### src/rtl/npu_run_ctrl.sv
`default_nettype none
// ============================================================================
//  Module   : npu_run_ctrl
//  Purpose  : Sequences one NPU job (init, start, run, done/abort, watchdog)
//             on the transfer clock. Optional watchdog: NPU_CTRL_TIMEOUT_EN.
//  Revision : 1.0 - initial release
// ============================================================================
module npu_run_ctrl #(
    parameter int INIT_CYCLES    = 16,
    parameter int TIMEOUT_CYCLES = 1024,
    parameter int CNT_W          = 16
) (
    input  logic             clk_trans,
    input  logic             rst,
    input  logic             init_go,
    input  logic             start_req,
    output logic             start_ack,
    input  logic             abort,
    output logic             npu_init_cmplt,
    output logic             npu_en_processing,
    input  logic             npu_busy_sync,
    output logic             done_pulse,
    output logic             err_timeout,
    output logic [CNT_W-1:0] run_cycles,
    output logic [2:0]       state_o
);

    typedef enum logic [2:0] {
        S_IDLE  = 3'd0,
        S_INIT  = 3'd1,
        S_READY = 3'd2,
        S_ARM   = 3'd3,
        S_RUN   = 3'd4,
        S_DONE  = 3'd5,
        S_DRAIN = 3'd6,
        S_ERR   = 3'd7
    } state_t;

    localparam logic [CNT_W-1:0] c_init_load = CNT_W'(INIT_CYCLES - 1);

    state_t           r_state;
    state_t           w_next;
    logic [CNT_W-1:0] r_init_cnt;
    logic [CNT_W-1:0] r_run_cnt;
    logic             r_start_ack;
    logic             r_init_cmplt;
    logic             r_en;
    logic             r_done;
    logic             w_wd_expired;
    logic             w_accept;

    assign w_accept = (r_state == S_READY) && (w_next == S_ARM);

`ifdef NPU_CTRL_TIMEOUT_EN
    localparam logic [CNT_W-1:0] c_wd_last = CNT_W'(TIMEOUT_CYCLES - 1);

    logic [CNT_W-1:0] r_wd_cnt;
    logic             r_err;

    // Count reaches the limit on the edge that moves us into ERR.
    assign w_wd_expired = ((r_state == S_ARM) || (r_state == S_DRAIN)) &&
                          (r_wd_cnt == c_wd_last);

    always_ff @(posedge clk_trans) begin
        if (rst) begin
            r_wd_cnt <= '0;
            r_err    <= 1'b0;
        end else begin
            r_err <= (w_next == S_ERR);
            if ((w_next != r_state) && ((w_next == S_ARM) || (w_next == S_DRAIN)))
                r_wd_cnt <= '0;
            else if ((r_state == S_ARM) || (r_state == S_DRAIN))
                r_wd_cnt <= r_wd_cnt + 1'b1;
        end
    end

    assign err_timeout = r_err;
`else
    logic w_unused_timeout;
    assign w_unused_timeout = |TIMEOUT_CYCLES;
    assign w_wd_expired     = 1'b0;
    assign err_timeout      = 1'b0;
`endif

    always_comb begin
        w_next = r_state;
        case (r_state)
            S_IDLE:  if (init_go) w_next = S_INIT;
            S_INIT:  if (r_init_cnt == '0) w_next = S_READY;
            S_READY: begin
                if (init_go)        w_next = S_INIT;
                else if (start_req) w_next = S_ARM;
            end
            S_ARM: begin
                if (npu_busy_sync)     w_next = S_RUN;
                else if (abort)        w_next = S_DRAIN;
                else if (w_wd_expired) w_next = S_ERR;
            end
            // Busy falling beats a simultaneous abort.
            S_RUN: begin
                if (!npu_busy_sync) w_next = S_DONE;
                else if (abort)     w_next = S_DRAIN;
            end
            S_DONE:  w_next = S_READY;
            S_DRAIN: begin
                if (!npu_busy_sync)    w_next = S_READY;
                else if (w_wd_expired) w_next = S_ERR;
            end
            S_ERR:   if (init_go) w_next = S_INIT;
            default: w_next = S_IDLE;
        endcase
    end

    always_ff @(posedge clk_trans) begin
        if (rst) begin
            r_state      <= S_IDLE;
            r_init_cnt   <= '0;
            r_run_cnt    <= '0;
            r_start_ack  <= 1'b0;
            r_init_cmplt <= 1'b0;
            r_en         <= 1'b0;
            r_done       <= 1'b0;
        end else begin
            r_state      <= w_next;
            r_start_ack  <= w_accept;
            r_en         <= (w_next == S_ARM) || (w_next == S_RUN);
            r_done       <= (w_next == S_DONE);
            r_init_cmplt <= (w_next == S_READY) || (w_next == S_ARM) ||
                            (w_next == S_RUN) || (w_next == S_DONE) ||
                            (w_next == S_DRAIN);

            if ((w_next == S_INIT) && (r_state != S_INIT))
                r_init_cnt <= c_init_load;
            else if ((r_state == S_INIT) && (r_init_cnt != '0))
                r_init_cnt <= r_init_cnt - 1'b1;

            if (w_accept)
                r_run_cnt <= '0;
            else if ((r_state == S_RUN) && (r_run_cnt != '1))
                r_run_cnt <= r_run_cnt + 1'b1;
        end
    end

    assign start_ack         = r_start_ack;
    assign npu_init_cmplt    = r_init_cmplt;
    assign npu_en_processing = r_en;
    assign done_pulse        = r_done;
    assign run_cycles        = r_run_cnt;
    assign state_o           = r_state;

endmodule
`default_nettype wire

### config.mk
export PLATFORM = sky130hd
export DESIGN_NAME = npu_run_ctrl
export DESIGN_NICKNAME = d
export VERILOG_FILES = /design/src/rtl/npu_run_ctrl.sv
export SDC_FILE = /design/constraint.sdc
export NUM_CORES = 1
export LEC_CHECK = 0
export CAP_MARGIN = 20
export CORE_MARGIN = 3
export CORE_UTILIZATION = 58
export CTS_CLUSTER_SIZE = 8
export DETAILED_ROUTE_END_ITERATION = 10
export PLACE_DENSITY_LB_ADDON = 0.1
export REMOVE_ABC_BUFFERS = 1
export SLEW_MARGIN = 20
export SYNTH_ARGS = -nofsm -noshare
export SYNTH_HDL_FRONTEND = slang
export SYNTH_SLANG_ARGS = --single-unit
### constraint.sdc
create_clock -name clk_trans -period 5.9 [get_ports clk_trans]
set_clock_uncertainty 0.05 [all_clocks]
set_input_delay 1.18 -clock clk_trans [delete_from_list [all_inputs] [get_ports clk_trans]]
set_output_delay 1.18 -clock clk_trans [all_outputs]
set_load 0.005 [all_outputs]
Word level (Yosys, flattened, before mapping)
Index checks and enable logic that the tools add are counted.
{ "op_classes": {"n_reduce_logical": 16, "addsub": 2, "eq_ne": 15, "n_mux": 11} }
{ "op_table": {"columns": ["operator", "count"], "rows": [
  ["3-bit 2-to-1 mux", 8],
  ["3-bit == test, second input constant", 7],
  ["3-bit one-hot mux with 7 select lines", 1],
  ["16-bit by 1-bit adder with 16-bit output, second input constant", 1],
  ["16-bit zero test", 1],
  ["16-bit != test, second input constant", 1],
  ["16-bit nonzero test", 1],
  ["16-bit by 1-bit subtractor with 16-bit output, second input constant", 1],
  ["3-bit by 2-bit == test with 1-bit output, second input constant", 4],
  ["4-bit 2-to-1 mux", 2],
  ["3-bit by 1-bit == test with 1-bit output, second input constant", 2],
  ["2-bit OR reduction", 3],
  ["1-bit logical OR", 5],
  ["1-bit logical AND", 4],
  ["3-bit zero test", 1],
  ["3-bit by 1-bit != test with 1-bit output, second input constant", 1],
  ["2-bit nonzero test", 1]
]} }
{ "word_totals": {"elab_cells": 52, "in_bits": 6, "register_bits": 39, "out_inout_bits": 24} }

Logic depth before layout (Yosys ltp)
Gate-level depths: netlist of the first run.
{ "logic_depth": {"ltp_word": 8, "depth_mapped": 8, "ltp_nobuf": 7} }

Least setup slack after synthesis of the first run
Ideal clock, no wire load.
{ "synth_timing": {"path_kind": "input to register", "start": "input port abort", "end": "register r_init_cnt[12]", "arrival_time_ns": 2.391, "path_stages": 6, "required_time_ns": 5.722, "slack_ns": 3.332, "n_path_buf": 1, "setup_time_ns": 0.128, "cell_sequence": "a21o_1 -> a211oi_1 -> nor2_1 -> o31ai_1 -> clkbuf_1 -> nor2_1"} }
{ "synth_between": {"elab_chain_len": 6, "word_cells_on_any_way": 7, "cone_classes": "eq/ne (1); mux (4); reduce/logical (2)"} }
{ "synth_lines": {"columns": ["item", "line", "source"], "rows": [
  ["start: declaration", "18", "input logic abort,"],
  ["3-bit 2-to-1 mux *", "96", "else if (abort) w_next = S_DRAIN;"],
  ["3-bit 2-to-1 mux, on equally long branches", "101, 95", null],
  ["3-bit one-hot mux with 7 select lines *", "87", "case (r_state)"],
  ["3-bit by 1-bit == test with 1-bit output *", "132", "if ((w_next == S_INIT) && (r_state != S_INIT))"],
  ["1-bit logical AND *", "132", null],
  ["2-bit OR reduction (no source line) *", null, null],
  ["end signal: assignment", "133", "r_init_cnt <= c_init_load;"],
  ["end signal: assignment", "135", "r_init_cnt <= r_init_cnt - 1'b1;"],
  ["end: declaration", "43", "logic [CNT_W-1:0] r_init_cnt;"]
]} }
Every way passes the cells marked *; elsewhere a longest branch is shown, timed or not.
A chain may end at the register's enable or synchronous reset.

Worst setup path in the final report of the first run
{ "layout_timing": {"start": "register r_state[2], in the netlist state_o[2]", "end": "output port state_o[2]"} }
{ "layout_rtl": {"columns": ["item", "line", "source"], "rows": [
  ["start: declaration", "41", "state_t r_state;"],
  ["start signal: assignment", "124", "r_state <= w_next;"],
  ["end: declaration", "25", "output logic [2:0] state_o"]
]} }
No word-level cell between the ends.

==> qor.txt, run 1 <==
Worst R2R Start: state_o[2]
Logic pwr share: 0.458
RePlAce Congestion: 0.899
Mapped Avg Cell Area: 8.43 um2
Clock insertion delay at the later pin of the skew report: 0.33 ns
Antenna viol nets, final: 0
VDD IR max: 0.176 mV
Pre-Repair DR Iteration Count: 4
CP top delay family: flip-flops
Setup TNS: 0 ns
Most common library cell in the layout ignoring fill and taps: nor2_1
Detail Placement HPWL: 2940 um
Worst path bufs/invs: 1
Postcts setup bufs: 0
Startpoint types: flip-flop
Syn-to-layout area delta: 16.4%
Number of H-tree levels: 2
Post-synth EDFFs: 0
Post-synthesis cell count: 243
Share of the synthesized area in the top cell type: 0.381
WS Path Type: reg2out
Final Slew Violations: 0
Xor/xnor cell area share of the yosys netlist: 0.0855
Worst Max-Slew Pin Slew: 0.708 ns
Filler cells: 280
CTS tree: built
Final WL: 4050 um
Hold crit path type: reg2reg
Clock power frac: 0.139
CTS Buf Count: 5
WL/cell: 12.9 um
Vias in the first global route: 1,622
Multi-input gate area: 1190 um2
Share of cells above drive strength 1: 0.0778
Compound-Gate Fraction of Synth Area: 0.151
Worst Slack Setup Final: 3.12 ns
Fmax: 360 MHz
Clk pin slew, worst setup/hold paths: 0.11 ns
Sequential-to-total area share from yosys stat: 0.381
# diodes: 0
Clock Tree Root: clkbuf_4
Overflow after GRT: 0
Row cnt: 20
Clk sinks: 39
Final period util: 0.471
IO Count: 30
Sequential cell area: 781 um2
DP Worst Slack: 2.86 ns
Die X-Extent: 65.4 um
Max-Cap Viols: 0
Via count: 1,816
# nets final: 280
Initial Utilization: 0.639
Post-synthesis mux area share: 0.0171
Hold Path Origin: r_init_cnt[10]
Fin. Hold Viols: 0
PostCTS Resize Cnt: 0
Slowest-stage cell, CP: dfxtp_1
Netlist Area Pre-Place: 2050 um2
Setup-failing EPs final: 0
Distinct cell type count after synthesis: 53
Switching power of the nets: 352 uW
Post-route DRC: 0
Initial antenna violation count: 0
Status: finished clean
Port Buffers: 28
Yosys top cell by area: dfxtp_1
Detailed Route Iter0 Violations: 109
Synth Area in Simple Gates: 0.309
First-pass GRT wire length: 7130 um
Post-route minimum period: 2.78 ns
Seq pwr share: 0.403
#FFs+latches synth: 39
Critical Path AT: 1.55 ns
Pint: 526 uW
Crit end category: output port
Ys Warns: 0
Die Y: 65.4 um
RSZ-0062 raised after global routing: no
Crit path from: state_o[2]
Total track usage: 0.210
Slowest stage delay, CP: 0.62 ns
Cts hold-fix bufs: 0
Most frequent cells in the layout: 42 x nor2_1, 39 x dfxtp_1, 28 x clkdlybuf4s50_1
Synthesized-area fraction occupied by adder cells: 0.0183
Critical Path Fanout Max: 16
Relative slew slack: 0.523
Critical Path RT: 4.67 ns
Power Density: 368 nW/um2
Top_reg_cell synth: dfxtp_1
Maximum buffer depth of the clock tree: 2
Largest family of logic cells by synthesized area: simple AND/OR/NAND/NOR gates
Die area: 4280 um2
Vias per cell: 5.78
Top cells by area, synth: dfxtp_1 38%, nor2_1 7.7%, xnor2_1 4.3%, xor2_1 4.3%, nand2_1 3.1%
Fraction of registers with async set/reset: 0
Leak Pwr: 0.830 nW
Critical path, cell by cell: clkdlybuf4s50_1
Switching share of power: 0.401
Largest net degree at the start of global routing: 17
Core area: 3200 um2
final cells by class:
type | instances | area share
multi-input combinational | 189 | 0.501
sequential | 39 | 0.327
tap | 44 | 0.0231
inverter | 7 | 0.0110
timing repair buffer | 29 | 0.121
clock buffer | 6 | 0.0173
registers in the layout (all words and copies together) (netlist names):
name	flops
r_init_cnt	16
run_cycles	16
state_o	3
done_pulse	1
npu_en_processing	1
npu_init_cmplt	1
start_ack	1
power by group through the flow:
stage	Clock (mW)	Combinational [mW]	Sequential, mW
after floorplan	0	0.306	0.350
after global placement	0	0.395	0.359
after detailed placement	0	0.400	0.360
after CTS	0.128	0.403	0.354
after global routing	0.139	0.451	0.362
final	0.122	0.402	0.354
cell usage after synthesis, drive strengths merged, types with 2 or more instances:
cell type and n:
dfxtp 39, or2 4, ha 3, nor2b 2, xor2 10, or3 5
buf 2, inv 7, o21ai 3, xnor2 10, a31oi 5, mux2i 2
nor3b 2, o21a 3, a21oi 11, and4bb 3, nand3 9, nand2b 2
nor3 10, o211ai 3, a21boi 2, nor4 5, o311ai 2, nand4b 2
o31ai 3, clkbuf 6, or4 4, nand4 6, nand2 17, and3 2
nor2 42, a211oi 3
final timing paths:
path	endpoint	depth (start not counted)	slack (ns)
max	state_o[2]	1	3.12
min	r_init_cnt[10]	2	0.44
max reg2reg	run_cycles[13]	5	3.62
min reg2reg	r_init_cnt[10]	2	0.44
stage by stage:
stage                     hold slack [ns]  power, mW  utilization  instances  area, um2
after floorplan                     0.389      0.657            -        235       2000
final                               0.445      0.879        0.745        314       2380
after CTS                           0.441      0.885        0.745        314       2380
after global placement              0.402      0.754        0.732        308       2340
after detailed placement            0.423      0.760        0.732        308       2340
after global routing                0.463      0.952        0.745        314       2380
metal layers:
metal,GRT usage,routed length (um)
met2,0.326,1790
met1,0.283,2030
met5,0,0
met4,0.0725,59
met3,0.0530,170
cells by family after synthesis:
family          after synthesis
compound gates               43
other cells                   1
xor+xnor                     20
flops                        39
simple gates                119
fa+ha+maj                     3
mux                           3
buf+inv                      15
Note: power is estimated with default switching activity, not from simulation.
==> run 2, diff against run 1 <==
Settings changed: CORE_UTILIZATION 58 to 48.
Clock period 5.9 ns to 2.32 ns, I/O delays scaled along.
==> run 2 against run 1 <==
- first-iteration DRC count is 50% lower
- worst setup slack worse by 2.9 ns
- clock power grew to 3.7 times the previous value
- combinational power grew to 3.0 times the previous value
- critical path depth is 4 higher
- non-clock buffer count is 14 higher
- sequential power is 150% higher
- critical path type is now reg2reg
- largest cell class unchanged
==> qor.txt, run 2 (synthesized netlist as in run 1, its figures left out) <==
Status: finished clean
Clock insertion delay at the later pin of the skew report: 0.29 ns (-0.04 ns)
Fin. Hold Viols: 0 (unchanged)
Syn-to-layout area delta: 24.3%
Initial Utilization: 0.505 (-0.135)
Top Metal Used: met4
Via count: 1,850 (+1.9%)
Final WL: 4420 um (+9.1%)
Hold crit path type: reg2reg
Vias per cell: 5.51 (-4.8%)
Fmax: 487 MHz
Antenna viol nets, final: 0 (unchanged)
Vias in the first global route: 1,741 (+7.3%)
Core area: 4060 um2 (+27%)
Met3 wire length: 150 um (-12%)
Pint: 1.55 mW (+200%)
WL/cell: 13.1 um (+1.9%)
Most common library cell in the layout ignoring fill and taps: nor2_1
Relative slew slack: 0.642 (+0.119)
Slowest-stage cell, CP: or4_1
Die Y: 71.3 um (+9.0%)
Detail Placement HPWL: 3310 um (+12%)
Initial antenna violation count: 0 (unchanged)
Clk pin slew, worst setup/hold paths: 0.08 ns (-0.03 ns)
Critical Path AT: 2.23 ns (+0.68 ns)
Postcts setup bufs: 0 (unchanged)
Worst Max-Slew Pin Slew: 0.523 ns (-0.185 ns)
Switching share of power: 0.386 (-0.0146)
# nets final: 294 (+5.0%)
PostCTS Resize Cnt: 0 (unchanged)
Startpoint types: flip-flop
WS Path Type: reg2reg
Seq pwr share: 0.343 (-0.060)
Number of H-tree levels: 2 (unchanged)
Final period util: 0.885
Setup-failing EPs final: 0 (unchanged)
Largest net degree at the start of global routing: 14 (-3)
Share of cells above drive strength 1: 0.133 (+0.0551)
First-pass GRT wire length: 7620 um (+6.8%)
Switching power of the nets: 978 uW (+180%)
Util after Layout: 0.627 (-0.117)
Slowest stage delay, CP: 0.63 ns (about the same)
Total track usage: 0.183 (-0.0277)
M1 wire length: 2170 um (+6.9%)
Met2 wire length: 2040 um (+14%)
Pre-Repair DR Iteration Count: 4 (unchanged)
IO Count: 30 (unchanged)
Max-Cap Viols: 0 (unchanged)
Post-route minimum period: 2.05 ns
Post-route DRC: 0 (unchanged)
Crit end category: flip-flop
Total power: 2.53 mW (+190%)
Leak Pwr: 0.915 nW (+10%)
Row cnt: 23 (+15%)
Clock Tree Root: clkbuf_8
RePlAce Congestion: 0.826 (-8.1%)
Detailed Route Iter0 Violations: 55 (-50%)
Dpl cells: 328 (+6.5%)
Die area: 5090 um2 (+19%)
Critical Path Fanout Max: 8 (-8)
Critical Path RT: 2.50 ns (-2.17 ns)
Logic pwr share: 0.479 (+0.021)
Power Density: 994 nW/um2 (+170%)
CTS Buf Count: 5 (unchanged)
RSZ-0062 raised after global routing: no
Cts hold-fix bufs: 0 (unchanged)
Setup TNS: 0 ns (unchanged)
Most frequent cells in the layout: 42 x nor2_1, 39 x dfxtp_1, 28 x clkdlybuf4s50_1
CTS tree: built
Fin cells: 336 (+7.0%)
# diodes: 0 (unchanged)
Maximum buffer depth of the clock tree: 2 (unchanged)
Final Slew Violations: 0 (unchanged)
VDD IR max: 0.605 mV (+240%)
Die X-Extent: 71.3 um (+9.0%)
Clk sinks: 39 (unchanged)
Overflow after GRT: 0 (unchanged)
Clock power frac: 0.178 (+0.039)
Critical path, cell by cell: or4_1 > nor4_4 > a21boi_4 > mux2_4 > a21oi_2
Port Buffers: 28 (unchanged)
==> run 2: area by class of cell <==
| class | count | area, um2 |
|---|---|---|
| multi-input combinational | 189 | 1190 |
| clock buffer | 5 | 68.8 |
| clock inverter | 3 | 20.0 |
| timing repair buffer | 43 | 393 |
| inverter | 7 | 26.3 |
| fill | 365 | 1510 |
| tap | 50 | 62.6 |
| sequential | 39 | 781 |
==> run 2: worst paths after layout <==
check	to	start	depth (start not counted)	slack (ns)
hold reg to reg	r_init_cnt[10]	r_init_cnt[10]	2	0.43
setup reg to reg	r_init_cnt[1]	r_init_cnt[7]	5	0.27
setup / recovery	r_init_cnt[1]	r_init_cnt[7]	5	0.27
hold / removal	r_init_cnt[10]	r_init_cnt[10]	2	0.43
==> run 2: routing by layer <==
metal,track usage,vias up
met1,0.255,856
li1,-,960
met4,0.0564,0
met2,0.281,28
met3,0.0407,6
met5,0,-
==> run 2: power by group through the flow <==
stage          clock network (mW)  registers [mW]  logic (mW)
6_report                    0.450           0.868        1.21
5_1_grt                     0.496           0.884        1.34
4_1_cts                     0.468           0.868        1.21
3_5_place_dp                    0           0.882        1.21
3_3_place_gp                    0           0.877        1.21
2_1_floorplan                   0           0.891       0.779
==> run 2: through the flow <==
| step | worst slack [ns] | instance area (um2) | hold WS, ns |
|---|---|---|---|
| final | 0.268 | 2540 | 0.427 |
| after detailed placement | 0.0117 | 2460 | 0.415 |
| after floorplan | 0.246 | 2000 | 0.389 |
| after global placement | 0.0334 | 2460 | 0.405 |
| after CTS | 0.265 | 2540 | 0.430 |
| after global routing | 0.103 | 2540 | 0.470 |
==> run 2: worst max-delay path: cells and delay by family, from the launching register on <==
family | cells | cell delay (ns)
and+or+nand+nor | 2 | 0.98
DFF | 1 | 0.35
muxes | 1 | 0.33
AOI/OAI and AO/OA | 2 | 0.28
